$ cat src/rtl/alu_op_sequencer_pkg.sv
`default_nettype none
// +----------------------------------------------------------------------------+
// | alu_ctrl_pkg : shared types and encodings for the ALU execute sequencer    |
// | Rev 1.0                                                                    |
// +----------------------------------------------------------------------------+
package alu_ctrl_pkg;

  typedef enum logic [2:0] {
    ST_IDLE    = 3'd0,
    ST_EXEC    = 3'd1,
    ST_MD_WAIT = 3'd2,
    ST_WB      = 3'd3,
    ST_EXC     = 3'd4
  } state_t;

  typedef enum logic [2:0] {
    CLS_ALU     = 3'd0,
    CLS_ALU_OVF = 3'd1,
    CLS_BRANCH  = 3'd2,
    CLS_MD      = 3'd3,
    CLS_ILLEGAL = 3'd4
  } cls_t;

  localparam logic [2:0] c_ALU_LOAD_A = 3'b000;
  localparam logic [2:0] c_ALU_ADD    = 3'b001;
  localparam logic [2:0] c_ALU_SUB    = 3'b010;
  localparam logic [2:0] c_ALU_AND    = 3'b011;
  localparam logic [2:0] c_ALU_INC    = 3'b100;
  localparam logic [2:0] c_ALU_NOT    = 3'b101;
  localparam logic [2:0] c_ALU_XOR    = 3'b110;
  localparam logic [2:0] c_ALU_CMP    = 3'b111;

  localparam logic [1:0] c_SRC_REG_B    = 2'b00;
  localparam logic [1:0] c_SRC_SEXT_IMM = 2'b01;
  localparam logic [1:0] c_SRC_IMM_SHL2 = 2'b10;
  localparam logic [1:0] c_SRC_CONST4   = 2'b11;

  localparam logic [5:0] c_OP_RTYPE = 6'h00;
  localparam logic [5:0] c_OP_BEQ   = 6'h04;
  localparam logic [5:0] c_OP_BNE   = 6'h05;
  localparam logic [5:0] c_OP_ADDI  = 6'h08;
  localparam logic [5:0] c_OP_ADDIU = 6'h09;

  localparam logic [5:0] c_FN_MULT = 6'h18;
  localparam logic [5:0] c_FN_DIV  = 6'h1A;
  localparam logic [5:0] c_FN_ADD  = 6'h20;
  localparam logic [5:0] c_FN_SUB  = 6'h22;
  localparam logic [5:0] c_FN_AND  = 6'h24;
  localparam logic [5:0] c_FN_XOR  = 6'h26;
  localparam logic [5:0] c_FN_SLT  = 6'h2A;

  localparam logic [1:0] c_EXC_OVF     = 2'b00;
  localparam logic [1:0] c_EXC_ILLEGAL = 2'b01;
  localparam logic [1:0] c_EXC_DIV0    = 2'b10;
  localparam logic [1:0] c_EXC_TIMEOUT = 2'b11;

endpackage
`default_nettype wire

$ cat src/rtl/alu_op_sequencer_if.sv
`default_nettype none
// +----------------------------------------------------------------------------+
// | alu_op_sequencer_if : instruction / ALU control / mult-div handshake bus   |
// | Rev 1.0                                                                    |
// +----------------------------------------------------------------------------+
interface alu_op_sequencer_if;
  logic       start;
  logic [5:0] opcode;
  logic [5:0] funct;
  logic       overflow;
  logic       zero;
  logic       md_done;
  logic       md_div0;
  logic [2:0] alu_op;
  logic [1:0] alu_src_sel;
  logic       md_start;
  logic       md_is_div;
  logic       reg_write;
  logic       hilo_write;
  logic       branch_taken;
  logic       busy;
  logic       done;
  logic       exc;
  logic [1:0] exc_code;

  modport slave (
    input  start, opcode, funct, overflow, zero, md_done, md_div0,
    output alu_op, alu_src_sel, md_start, md_is_div, reg_write, hilo_write,
           branch_taken, busy, done, exc, exc_code
  );

  modport master (
    output start, opcode, funct, overflow, zero, md_done, md_div0,
    input  alu_op, alu_src_sel, md_start, md_is_div, reg_write, hilo_write,
           branch_taken, busy, done, exc, exc_code
  );
endinterface
`default_nettype wire

$ cat src/rtl/alu_op_sequencer_decode.sv
`default_nettype none
// +----------------------------------------------------------------------------+
// | alu_op_decode : combinational opcode/funct -> class, ALU op, B-source      |
// | Rev 1.0                                                                    |
// +----------------------------------------------------------------------------+
module alu_op_decode
  import alu_ctrl_pkg::*;
(
  input  wire logic [5:0] i_opcode,
  input  wire logic [5:0] i_funct,
  output cls_t            o_cls,
  output logic [2:0]      o_alu_op,
  output logic [1:0]      o_alu_src_sel
);

  always_comb begin
    o_cls         = CLS_ILLEGAL;
    o_alu_op      = c_ALU_LOAD_A;
    o_alu_src_sel = c_SRC_REG_B;
    case (i_opcode)
      c_OP_RTYPE: begin
        case (i_funct)
          c_FN_ADD:  begin o_cls = CLS_ALU_OVF; o_alu_op = c_ALU_ADD; end
          c_FN_SUB:  begin o_cls = CLS_ALU_OVF; o_alu_op = c_ALU_SUB; end
          c_FN_AND:  begin o_cls = CLS_ALU;     o_alu_op = c_ALU_AND; end
          c_FN_XOR:  begin o_cls = CLS_ALU;     o_alu_op = c_ALU_XOR; end
          c_FN_SLT:  begin o_cls = CLS_ALU;     o_alu_op = c_ALU_CMP; end
          c_FN_MULT,
          c_FN_DIV:  o_cls = CLS_MD;
          default:   o_cls = CLS_ILLEGAL;
        endcase
      end
      c_OP_ADDI: begin
        o_cls         = CLS_ALU_OVF;
        o_alu_op      = c_ALU_ADD;
        o_alu_src_sel = c_SRC_SEXT_IMM;
      end
      c_OP_ADDIU: begin
        o_cls         = CLS_ALU;
        o_alu_op      = c_ALU_ADD;
        o_alu_src_sel = c_SRC_SEXT_IMM;
      end
      c_OP_BEQ,
      c_OP_BNE: begin
        o_cls    = CLS_BRANCH;
        o_alu_op = c_ALU_SUB;
      end
      default: o_cls = CLS_ILLEGAL;
    endcase
  end

endmodule
`default_nettype wire

$ cat src/rtl/alu_op_sequencer.sv
`default_nettype none
// +----------------------------------------------------------------------------+
// | alu_op_sequencer : multicycle ALU execute / mult-div sequencing FSM        |
// | Rev 1.0                                                                    |
// +----------------------------------------------------------------------------+
module alu_op_sequencer
  import alu_ctrl_pkg::*;
#(
  parameter int MD_MAX_CYCLES = 40
) (
  input  wire logic            clk,
  input  wire logic            reset,
  alu_op_sequencer_if.slave    bus
);

  localparam int                 c_CNT_W     = $clog2(MD_MAX_CYCLES + 1);
  localparam logic [c_CNT_W-1:0] c_CNT_LIMIT = c_CNT_W'(MD_MAX_CYCLES);
  localparam logic [c_CNT_W-1:0] c_CNT_ONE   = c_CNT_W'(1);

  state_t             r_state;
  state_t             w_state_nxt;
  logic [5:0]         r_opcode;
  logic [5:0]         r_funct;
  logic [c_CNT_W-1:0] r_md_cnt;
  logic [c_CNT_W-1:0] w_md_cnt_inc;
  logic [1:0]         r_exc_code;
  logic [1:0]         w_exc_code_nxt;
  logic               r_branch_taken;
  cls_t               w_cls;
  logic [2:0]         w_alu_op;
  logic [1:0]         w_alu_src_sel;
  logic               w_is_div;

  alu_op_decode u_decode (
    .i_opcode      (r_opcode),
    .i_funct       (r_funct),
    .o_cls         (w_cls),
    .o_alu_op      (w_alu_op),
    .o_alu_src_sel (w_alu_src_sel)
  );

  assign w_md_cnt_inc = r_md_cnt + c_CNT_ONE;
  assign w_is_div     = (w_cls == CLS_MD) && (r_funct == c_FN_DIV);

  always_ff @(posedge clk or negedge reset) begin
    if (!reset) r_state <= ST_IDLE;
    else        r_state <= w_state_nxt;
  end

  // Instruction latch, MD_WAIT counter and registered exception/branch outcome.
  always_ff @(posedge clk or negedge reset) begin
    if (!reset) begin
      r_opcode       <= '0;
      r_funct        <= '0;
      r_md_cnt       <= '0;
      r_exc_code     <= '0;
      r_branch_taken <= 1'b0;
    end else begin
      if (r_state == ST_IDLE && bus.start) begin
        r_opcode <= bus.opcode;
        r_funct  <= bus.funct;
      end
      if (r_state == ST_EXEC)         r_md_cnt <= '0;
      else if (r_state == ST_MD_WAIT) r_md_cnt <= w_md_cnt_inc;
      if (w_state_nxt == ST_EXC) r_exc_code <= w_exc_code_nxt;
      if (r_state == ST_EXEC)
        r_branch_taken <= (w_cls == CLS_BRANCH) &&
                          ((r_opcode == c_OP_BEQ) ? bus.zero : !bus.zero);
    end
  end

  always_comb begin
    w_state_nxt    = r_state;
    w_exc_code_nxt = r_exc_code;
    case (r_state)
      ST_IDLE: if (bus.start) w_state_nxt = ST_EXEC;
      ST_EXEC: begin
        if (w_cls == CLS_ILLEGAL) begin
          w_state_nxt    = ST_EXC;
          w_exc_code_nxt = c_EXC_ILLEGAL;
        end else if (w_cls == CLS_MD) begin
          w_state_nxt = ST_MD_WAIT;
        end else if (w_cls == CLS_ALU_OVF && bus.overflow) begin
          w_state_nxt    = ST_EXC;
          w_exc_code_nxt = c_EXC_OVF;
        end else begin
          w_state_nxt = ST_WB;
        end
      end
      // A completion arriving on the limit cycle takes priority over timeout.
      ST_MD_WAIT: begin
        if (bus.md_done) begin
          if (bus.md_div0) begin
            w_state_nxt    = ST_EXC;
            w_exc_code_nxt = c_EXC_DIV0;
          end else begin
            w_state_nxt = ST_WB;
          end
        end else if (w_md_cnt_inc == c_CNT_LIMIT) begin
          w_state_nxt    = ST_EXC;
          w_exc_code_nxt = c_EXC_TIMEOUT;
        end
      end
      ST_WB:   w_state_nxt = ST_IDLE;
      ST_EXC:  w_state_nxt = ST_IDLE;
      default: w_state_nxt = ST_IDLE;
    endcase
  end

  always_comb begin
    bus.alu_op       = c_ALU_LOAD_A;
    bus.alu_src_sel  = c_SRC_REG_B;
    bus.md_start     = 1'b0;
    bus.md_is_div    = 1'b0;
    bus.reg_write    = 1'b0;
    bus.hilo_write   = 1'b0;
    bus.branch_taken = 1'b0;
    bus.busy         = (r_state != ST_IDLE);
    bus.done         = 1'b0;
    bus.exc          = 1'b0;
    bus.exc_code     = 2'b00;
    case (r_state)
      ST_EXEC: begin
        bus.alu_op      = w_alu_op;
        bus.alu_src_sel = w_alu_src_sel;
        bus.md_start    = (w_cls == CLS_MD);
        bus.md_is_div   = w_is_div;
      end
      ST_MD_WAIT: begin
        bus.alu_op      = w_alu_op;
        bus.alu_src_sel = w_alu_src_sel;
        bus.md_is_div   = w_is_div;
      end
      ST_WB: begin
        bus.done         = 1'b1;
        bus.reg_write    = (w_cls == CLS_ALU) || (w_cls == CLS_ALU_OVF);
        bus.hilo_write   = (w_cls == CLS_MD);
        bus.md_is_div    = w_is_div;
        bus.branch_taken = r_branch_taken;
      end
      ST_EXC: begin
        bus.exc      = 1'b1;
        bus.exc_code = r_exc_code;
      end
      default: ;
    endcase
  end

endmodule
`default_nettype wire

$ cat src/flat_wrapper.sv
// flat-port wrapper written by rule: the top's interface ports become plain ports
module alu_op_sequencer_flat import alu_ctrl_pkg::*;
#(
  parameter int MD_MAX_CYCLES = 40
)
  (clk, reset, bus_start, bus_opcode, bus_funct, bus_overflow, bus_zero, bus_md_done, bus_md_div0, bus_alu_op, bus_alu_src_sel, bus_md_start, bus_md_is_div, bus_reg_write, bus_hilo_write, bus_branch_taken, bus_busy, bus_done, bus_exc, bus_exc_code);
  alu_op_sequencer_if bus_i ();
  input  wire logic clk;
  input  wire logic reset;
  input wire logic [$bits(bus_i.start)-1:0] bus_start;
  input wire logic [$bits(bus_i.opcode)-1:0] bus_opcode;
  input wire logic [$bits(bus_i.funct)-1:0] bus_funct;
  input wire logic [$bits(bus_i.overflow)-1:0] bus_overflow;
  input wire logic [$bits(bus_i.zero)-1:0] bus_zero;
  input wire logic [$bits(bus_i.md_done)-1:0] bus_md_done;
  input wire logic [$bits(bus_i.md_div0)-1:0] bus_md_div0;
  output wire logic [$bits(bus_i.alu_op)-1:0] bus_alu_op;
  output wire logic [$bits(bus_i.alu_src_sel)-1:0] bus_alu_src_sel;
  output wire logic [$bits(bus_i.md_start)-1:0] bus_md_start;
  output wire logic [$bits(bus_i.md_is_div)-1:0] bus_md_is_div;
  output wire logic [$bits(bus_i.reg_write)-1:0] bus_reg_write;
  output wire logic [$bits(bus_i.hilo_write)-1:0] bus_hilo_write;
  output wire logic [$bits(bus_i.branch_taken)-1:0] bus_branch_taken;
  output wire logic [$bits(bus_i.busy)-1:0] bus_busy;
  output wire logic [$bits(bus_i.done)-1:0] bus_done;
  output wire logic [$bits(bus_i.exc)-1:0] bus_exc;
  output wire logic [$bits(bus_i.exc_code)-1:0] bus_exc_code;
  assign bus_i.start = bus_start;
  assign bus_i.opcode = bus_opcode;
  assign bus_i.funct = bus_funct;
  assign bus_i.overflow = bus_overflow;
  assign bus_i.zero = bus_zero;
  assign bus_i.md_done = bus_md_done;
  assign bus_i.md_div0 = bus_md_div0;
  assign bus_alu_op = bus_i.alu_op;
  assign bus_alu_src_sel = bus_i.alu_src_sel;
  assign bus_md_start = bus_i.md_start;
  assign bus_md_is_div = bus_i.md_is_div;
  assign bus_reg_write = bus_i.reg_write;
  assign bus_hilo_write = bus_i.hilo_write;
  assign bus_branch_taken = bus_i.branch_taken;
  assign bus_busy = bus_i.busy;
  assign bus_done = bus_i.done;
  assign bus_exc = bus_i.exc;
  assign bus_exc_code = bus_i.exc_code;
  alu_op_sequencer #(.MD_MAX_CYCLES(MD_MAX_CYCLES)) u_core (.clk(clk), .reset(reset), .bus(bus_i));
endmodule
$ cat config.mk
export PLATFORM = sky130hd
export DESIGN_NAME = alu_op_sequencer_flat
export DESIGN_NICKNAME = d
export VERILOG_FILES = /design/src/rtl/alu_op_sequencer_pkg.sv /design/src/rtl/alu_op_sequencer_if.sv /design/src/rtl/alu_op_sequencer_decode.sv /design/src/rtl/alu_op_sequencer.sv /design/src/flat_wrapper.sv
export SDC_FILE = /design/constraint.sdc
export NUM_CORES = 1
export LEC_CHECK = 0
export BUFFER_PORTS_ARGS = -buffer_cell sky130_fd_sc_hd__buf_4
export CORE_AREA = 2 2 62 64
export CTS_CLUSTER_SIZE = 14
export DETAILED_ROUTE_END_ITERATION = 8
export DIE_AREA = 0 0 64 66
export HOLD_SLACK_MARGIN = 0.12
export PLACE_DENSITY = 0.67
export SETUP_SLACK_MARGIN = 0.2
export SYNTH_ARGS = -nofsm -noshare
export SYNTH_HDL_FRONTEND = slang
export SYNTH_SLANG_ARGS = --single-unit
export TNS_END_PERCENT = 30
$ cat constraint.sdc
create_clock -name clk -period 3.95 [get_ports clk]
set_input_delay 0 -clock clk [delete_from_list [all_inputs] [get_ports clk]]
set_output_delay 0 -clock clk [all_outputs]
set_load 0.02 [all_outputs]
# Yosys cells after proc, flatten, opt, wreduce, memory -nomap -nowiden
# Index checks and enable logic that the tools add are counted.
# totals
word_cells,84
output_inout_bits,15
input_bits,19
regBits,24
# classes
n_eq_ne,25
n_addsub,1
mux,33
reduce_logical,19
# op_table
cell,count
"equality test 6 bit, second input constant",6
case mux 3 bit (3 select lines),3
2-to-1 mux 3 bit,8
case mux 3 bit (5 select lines),1
2-to-1 mux 2 bit,7
"equality test 3 x 2 -> 1 bit, second input constant",4
"equality test 6 x 3 -> 1 bit, second input constant",2
"equality test 6 x 4 -> 1 bit, second input constant",2
"equality test 6 x 5 -> 1 bit, second input constant",2
2-to-1 mux 6 bit,2
"!= test 3 bit, second input constant",4
case mux 3 bit (4 select lines),1
2-to-1 mux 1 bit,10
OR reduction 2 bit,5
"equality test 3 bit, second input constant",3
"adder 6 x 1 -> 6 bit, second input constant",1
"equality test 3 x 1 -> 1 bit, second input constant",2
zero test 3 bit,2
zero test 6 bit,1
AND reduction 6 bit,1
OR reduction 3 bit,2
logical AND 1 bit,4
case mux 2 bit (2 select lines),1
nonzero test 3 bit,1
other kinds (3),3

# Depth between registers and ports, before layout
# Gate-level depths: netlist of run 1.
# logic_depth
ltp_word,12
mapped_depth,6
ltp_nobuf,5

# Hierarchy
# A second synthesis of run 1 with hierarchy kept.
# unflattened
cells_unflattened,152
hier_area_um2,1476.4
# by_module_without_submodules
mod,cells_each,area_per_inst_um2,seq_area_each_um2,instances
alu_op_sequencer,117,1255.0,600.6,1
alu_op_decode,35,221.5,0.0,1

# Least setup slack after synthesis of run 1
# OpenSTA, ideal clock, no wires.
# synth_timing
path_type,register -> output
from,register u_core.r_opcode[1]
to,output port bus_md_is_div
arrival_time_ns,2.198
slack_ns,1.752
stages_incl_launch_ff,6
t_required_ns,3.950
path_buffers,0
cell_sequence,dfrtp_1 -> or3_4 -> or4_4 -> nor2_1 -> nand2_1 -> nor4b_1
# synth_between
elab_chain_len,6
word_cells_on_any_way,10
classes_between,5 x eq/ne; 2 x mux; 3 x reduce/logical
# synth_lines
element,line_no,source
start: declaration,alu_op_sequencer.sv:22,logic [5:0] r_opcode;
start signal: assignment,alu_op_sequencer.sv:60,r_opcode <= bus.opcode;
equality test 6 x 3 -> 1 bit,alu_op_sequencer_decode.sv:20,case (i_opcode)
OR reduction 2 bit,alu_op_sequencer_decode.sv:20,
case mux 3 bit (4 select lines) *,alu_op_sequencer_decode.sv:20,
equality test 3 x 2 -> 1 bit *,alu_op_sequencer.sv:43,assign w_is_div = (w_cls == CLS_MD) && (r_funct == c_FN_DIV);
logical AND 1 bit *,alu_op_sequencer.sv:43,
2-to-1 mux 1 bit *,alu_op_sequencer.sv:122,case (r_state)
end: declaration,flat_wrapper.sv:20,output wire logic [$bits(bus_i.md_is_div)-1:0] bus_md_is_div;
# Every way passes the cells marked *; elsewhere a longest branch is shown, timed or not.

# Worst setup path in the final report of run 1
# Ends and elaborated chain as after synthesis.

==> impl_results.md, run 1 <==
* Status: complete, no violations
* FMAX at 0.4170 GHz
* Post-CTS sizing at 0
* Slew Viols, Final at 0
* Static Leakage at 0.8278 nW
* Largest family of logic cells by synthesized area: simple AND/OR/NAND/NOR gates
* Simple-gate share of the synthesized area at 26.81%
* Clock transition at path regs at 120 ps
* Starting density of the core at 38.90%
* Sum of negative setup slack at 0 ps
* Unique masters post-synth at 50
* PwrDens at 506.3 nW/um2
* Vias in the first global route at 1237
* Internal at 0.5744 mW
* Via count at 1247
* Clock Skews at 2.582 ps
* Worst Path Max Fanout at 5
* Met3 routed wirelength at 142 um
* Remaining Overflow, GRT at 0
* Longest Clk Path Bufs at 2
* Detail Route Antenna Nets at 0
* Routed length on met2 at 1575 um
* Hold Path Class: in -> async
* Slew headroom at 30.34%
* Unrepaired setup endpoints after global routing: no
* Ys Warns at 0
* Avg Inst Size Synth at 9.867 um2
* Initial antenna violation count at 0
* Synth Area in Adders at 0.9058%
* RD Place Congestion at 0.7761
* H-tree levels at 1
* Iter 0 DRT Violations at 29
* Peak supply drop at 0.2581 mV
* Layout area overhead at 35.78%
* CTS Hold Bufs at 19
* Switching share of power at 39.51%
* PortBufs at 32
* Hold WS at 139.8 ps
* # DRC at 0
* CP endpoint kind: primary output
* Placed Area at 1653 um2
* Via-to-Cell Ratio at 5.284
* Worst-Skew Late Latency at 300 ps
* Post-Route M1 WL at 1396 um
* Final Hold Viols at 0
* Nets@finish at 210
* Register area share after synthesis at 43.48%
* CTS Sinks at 24
* Critical path class: reg -> out
* CP required at 3950 ps
* Share of power burned in registers at 47.0%
* Final instance area at 1876 um2
* Number of core rows at 22
* Post-synth ARST share at 100.0%
* First-pass GRT wire length at 5430 um
* GRT Overall Usage at 16.48%
* Filler instances at 325
* Minimum clock period at 2398 ps
* Num ports at 34
* Syn nets at 160
* Comb pwr share at 42.1%
* Synth Area in Compound Gates at 13.50%
* Most used DFF post-synth: dfrtp_1
* CTS tree: done
* Max-cap violation count at 0
* EDFF count, synth at 0
* Cell chosen for the clock root: clkbuf_4
* Setup violators final at 0
* Pin count of the biggest net entering global routing at 25
* #FFs+latches synth at 24
* Xor/xnor share of the synthesized area at 1.902%
* Final period util at 60.71%
* Share of cells above drive strength 1 at 28.19%
* Crit path arrival time at 2400 ps
* Top sig layer: met4
* DP Wirelength at 2332 um
* Multiplexer share of the synthesized area at 10.51%
* Diode count at 0
* Sw power at 0.3752 mW
* Cells after synthesis at 140
* TritonCTS buffer count at 3
* Die Area at 4224 um2
* DR WL/cell at 13.34 um
* Final wirelength at 3148 um
* Postcts setup bufs at 0
* Startpoint types: flip-flop
* Die width at 64 um
* Clk pwr share at 11.0%
* DIE HEIGHT at 66 um
* Mapped cell area at 1381 um2
* Placeable core area at 3551 um2
* Actual slew at the worst max-slew pin at 1041 ps
* Pre-Repair DR Iteration Count at 4
[cell type report]
type / instances / area, um2 / share of cell area, %
multi-input cells: 108 / 744.5 / 39.69
clock buffers: 3 / 22.52 / 1.201
inverters: 2 / 7.507 / 0.4003
well taps: 48 / 60.06 / 3.202
flip-flops and latches: 24 / 600.6 / 32.02
repair buffers: 51 / 440.4 / 23.48
[stage by stage]
stage / setup slack [ps] / total power, mW / utilization [%] / cells
floorplan: 1752 / 0.7220 / - / 140
global placement: 1787 / 0.8154 / 46.55 / 214
detailed placement: 1687 / 0.8341 / 46.55 / 214
CTS: 1517 / 0.9567 / 52.82 / 236
global route: 1380 / 1.026 / 52.82 / 236
finish: 1552 / 0.9496 / 52.82 / 236
[cell usage after synthesis, drive strengths merged, types with 3 or more instances]
master / count / area (um2)
nand3: 4 / 20.02
nor3b: 3 / 22.52
a21oi: 4 / 20.02
nor2b: 3 / 18.77
mux2: 12 / 135.1
dfrtp: 24 / 600.6
or3: 3 / 23.77
nand2: 12 / 45.04
nor2: 12 / 45.04
o21ai: 8 / 40.04
and2: 4 / 25.02
and3: 6 / 37.54
clkbuf: 4 / 16.26
[registers in the layout, indices dropped and copies added, names as in the netlist]
register and flops:
u_core.r_md_cnt 6, u_core.r_exc_code 2, u_core.r_branch_taken 1, u_core.r_opcode 6
u_core.r_funct 6, u_core.r_state 3
[layer usage]
layer	global-route usage, %	up-vias
li1	-	615
met1	20.43	598
met2	29.04	32
met3	2.555	2
met4	5.707	0
met5	0	-
[power by group through the flow]
stage          logic, mW  registers, mW  clock network [mW]
6_report           0.399          0.446               0.104
5_1_grt            0.440          0.467               0.119
4_1_cts            0.402          0.445               0.109
3_5_place_dp       0.383          0.451                   0
3_3_place_gp       0.373          0.442                   0
2_1_floorplan      0.323          0.399                   0
[path summary, 6_finish.rpt]
check                                                       start                                 to  slack, ps  depth (start not counted)
worst max-delay path               u_core.r_opcode[1]$_DFFE_PN0P_                      bus_md_is_div       1550                          6
worst min-delay path                                        reset     u_core.r_opcode[4]$_DFFE_PN0P_        140                          3
worst max register to register        u_core.r_state[2]$_DFF_PN0_        u_core.r_state[1]$_DFF_PN0_       1660                          4
worst min register to register  u_core.r_branch_taken$_DFFE_PN0P_  u_core.r_branch_taken$_DFFE_PN0P_        480                          2
max in group asynchronous                                   reset        u_core.r_state[0]$_DFF_PN0_       3660                          3
min in group clk                                     bus_overflow        u_core.r_state[1]$_DFF_PN0_        170                          3
[cells by family after synthesis]
family | count (synthesis)
fa+ha+maj | 1
buf+inv | 8
simple gates | 63
xor+xnor | 3
compound gates | 27
other cells | 1
mux | 13
flops | 24
[critical path, stage by stage, from the launching register on]
cell and delay (ps):
dfrtp_1 420, or3_4 390, or4_4 440, nor2_1 220
nand2_1 120, nor4b_1 300, buf_4 200
[cells in the final DEF, fill, tap and decap left out, types with 3 or more instances in the layout]
master	count
buf_4	32
and2_1	4
dfrtp_1	24
a21oi_1	4
o21ai_0	8
nor3b_1	3
nor2b_1	3
nand3_1	4
dlygate4sd3_1	18
and3_1	6
nand2_1	12
clkbuf_4	3
nor2_1	12
mux2_2	11
(Power assumes the default switching activity.)
==> run 2: changes to the inputs <==
==> constraint.sdc (replaced) <==
create_clock -name clk -period 2.4 [get_ports clk]
set_input_delay 0 -clock clk [delete_from_list [all_inputs] [get_ports clk]]
set_output_delay 0 -clock clk [all_outputs]
set_load 0.02 [all_outputs]
==> run 2 against run 1 <==
  * First-iteration DRC count grew 90%
  * Register-to-register slack worse by 1500 ps
  * Clock-buffer cell count is the same
  * Clock power grew 64%
  * Via count up 1.4%
  * Non-clock buffer count up 3
==> impl_results.md, run 2 (synthesis gave the netlist of run 1 again) <==
* Final Hold Viols at 0
* Worst Path Max Fanout at 3
* Largest registers: u_core.r_funct x6, u_core.r_md_cnt x6, u_core.r_opcode x6
* Startpoint types: flip-flop
* Unrepaired setup endpoints after global routing: yes
* CTS Sinks at 24
* Worst Hold Path EP: u_core.r_state[1]$_DFF_PN0_
* Pin count of the biggest net entering global routing at 25
* Hold WS at 148.8 ps
* Die Area at 4224 um2
* First-pass GRT wire length at 5561 um
* Remaining Overflow, GRT at 0
* Cell chosen for the clock root: clkbuf_4
* GRT Overall Usage at 16.95%
* CP required at 2400 ps
* Starting density of the core at 38.90%
* Via count at 1265
* Hold Path Class: in -> reg
* DIE HEIGHT at 66 um
* Hold Startpoint: bus_overflow
* Final wirelength at 3313 um
* Static Leakage at 0.8428 nW
* Iter 0 DRT Violations at 55
* Cell family contributing the most delay on the critical path: simple AND/OR/NAND/NOR gates
* Num ports at 34
* Placeable core area at 3551 um2
* Via-to-Cell Ratio at 5.293
* Number of core rows at 22
* Initial antenna violation count at 0
* DR WL/cell at 13.86 um
* Met2 Use GR at 28.52%
* Nets@finish at 213
* Sum of negative setup slack at 0 ps
* Actual slew at the worst max-slew pin at 1066 ps
* H-tree levels at 1
* Diode count at 0
* PortBufs at 32
* Detail Route Antenna Nets at 0
* Layout area overhead at 40.13%
* CP most frequent cell: or3_4
* FMAX at 0.4437 GHz
* Clock transition at path regs at 120 ps
* RD Place Congestion at 0.8582
* Max-cap violation count at 0
* Final period util at 93.90%
* Peak supply drop at 0.4971 mV
* Cell depth of the worst hold path at 3
* Reg2reg start: u_core.r_opcode[1]$_DFFE_PN0P_
* Commonest non-fill, non-tap cell in the layout: buf_4
* Slew Viols, Final at 0
* Met3 Use GR at 2.726%
* CP max-delay cell: or4_4
* Status: complete, no violations
* PwrDens at 835.7 nW/um2
* Critical-path cell list: or3_4 > or4_4 > or3_4 > nand2_4 > nor3_4 > buf_6
* Flop2flop setup slack at 180 ps
* Setup violators final at 0
* Global-route met1 utilization at 20.86%
* Slew headroom at 28.69%
* Longest Clk Path Bufs at 2
* # DRC at 0
* CTS tree: done
* Worst r2r dst: u_core.r_exc_code[0]$_DFFE_PN0P_
* Crit path arrival time at 2250 ps
* Share of cells above drive strength 1 at 31.94%
* Clock Skews at 8.779 ps
* Worst reg-to-reg path cell count at 5
* TritonCTS buffer count at 3
* CP Buf/Inv Count at 1
* Worst-Skew Late Latency at 310 ps
* Minimum clock period at 2254 ps
* Most frequent cells in the layout: buf_4 (34), dfrtp_1 (24), dlygate4sd3_1 (19)
* Vias in the first global route at 1233
* Critical path class: reg -> out
* CP endpoint kind: primary output
* Final core occ at 54.51%
* Pre-Repair DR Iteration Count at 6
* CP peak stage delay at 460 ps
* Layer with the highest usage: met2
* Die width at 64 um
* Total power at 1.618 mW
* DP Wirelength at 2376 um
-- run 2: cell count changes in the layout (fill, tap and decap cells not counted), sizes merged --
cell	before	now
dlygate4sd3	18	19
buf	33	35
-- run 2: where the power goes --
part / switching, mW / internal (mW)
Combinational: 0.334 / 0.370
Sequential: 0.198 / 0.545
Clock: 0.112 / 0.0587
-- run 2: per-stage QoR --
step           instance area (um2)  worst slack (ps)  std cells
2_1_floorplan                 1381             202.4        140
6_report                      1936             146.4        239
5_1_grt                       1936             46.62        239
4_1_cts                       1897             128.1        238
3_3_place_gp                  1668             287.7        216
3_5_place_dp                  1668             234.2        216
-- run 2: what timing repair did --
action,4_1_cts,5_1_grt
gates resized for setup,4,6
hold endpoints to repair,40,0
setup buffers,0,1
pin swaps,0,1
hold buffers,19,0
endpoints found under the setup margin,5,7
-- run 2: how the worst max path moves through the flow --
| stage | startpoint | end | slack, ps | depth (start not counted) |
|---|---|---|---|---|
| after global placement | u_core.r_opcode[1]$_DFFE_PN0P_ | u_core.r_exc_code[0]$_DFFE_PN0P_ | 290 | 5 |
| after global routing | u_core.r_opcode[1]$_DFFE_PN0P_ | u_core.r_exc_code[0]$_DFFE_PN0P_ | 50 | 5 |
| after CTS | u_core.r_opcode[1]$_DFFE_PN0P_ | bus_reg_write | 130 | 6 |
| final | u_core.r_opcode[1]$_DFFE_PN0P_ | bus_reg_write | 150 | 6 |
| after floorplan | u_core.r_opcode[1]$_DFFE_PN0P_ | bus_md_is_div | 200 | 5 |
| after detailed placement | u_core.r_opcode[1]$_DFFE_PN0P_ | u_core.r_exc_code[0]$_DFFE_PN0P_ | 230 | 5 |
-- run 2: layer usage --
layer	vias up	wire length [um]
li1	618	-
met1	597	1478
met2	39	1576
met3	11	158
met4	0	99
met5	-	0
-- run 2: layout make-up --
| type | count | area, um2 |
|---|---|---|
| inverters | 2 | 7.507 |
| well taps | 48 | 60.06 |
| multi-input cells | 108 | 788.3 |
| fillers | 317 | 1615 |
| repair buffers | 54 | 456.7 |
| flip-flops and latches | 24 | 600.6 |
| clock buffers | 3 | 22.52 |
-- run 2: worst reg2reg max path, delay by kind of cell, from the launching register on --
family,cells,cell delay (ps)
AO/OA/AOI/OAI,3,1010
flip-flops,1,410
multiplexers,1,310
AND/OR/NAND/NOR,1,390
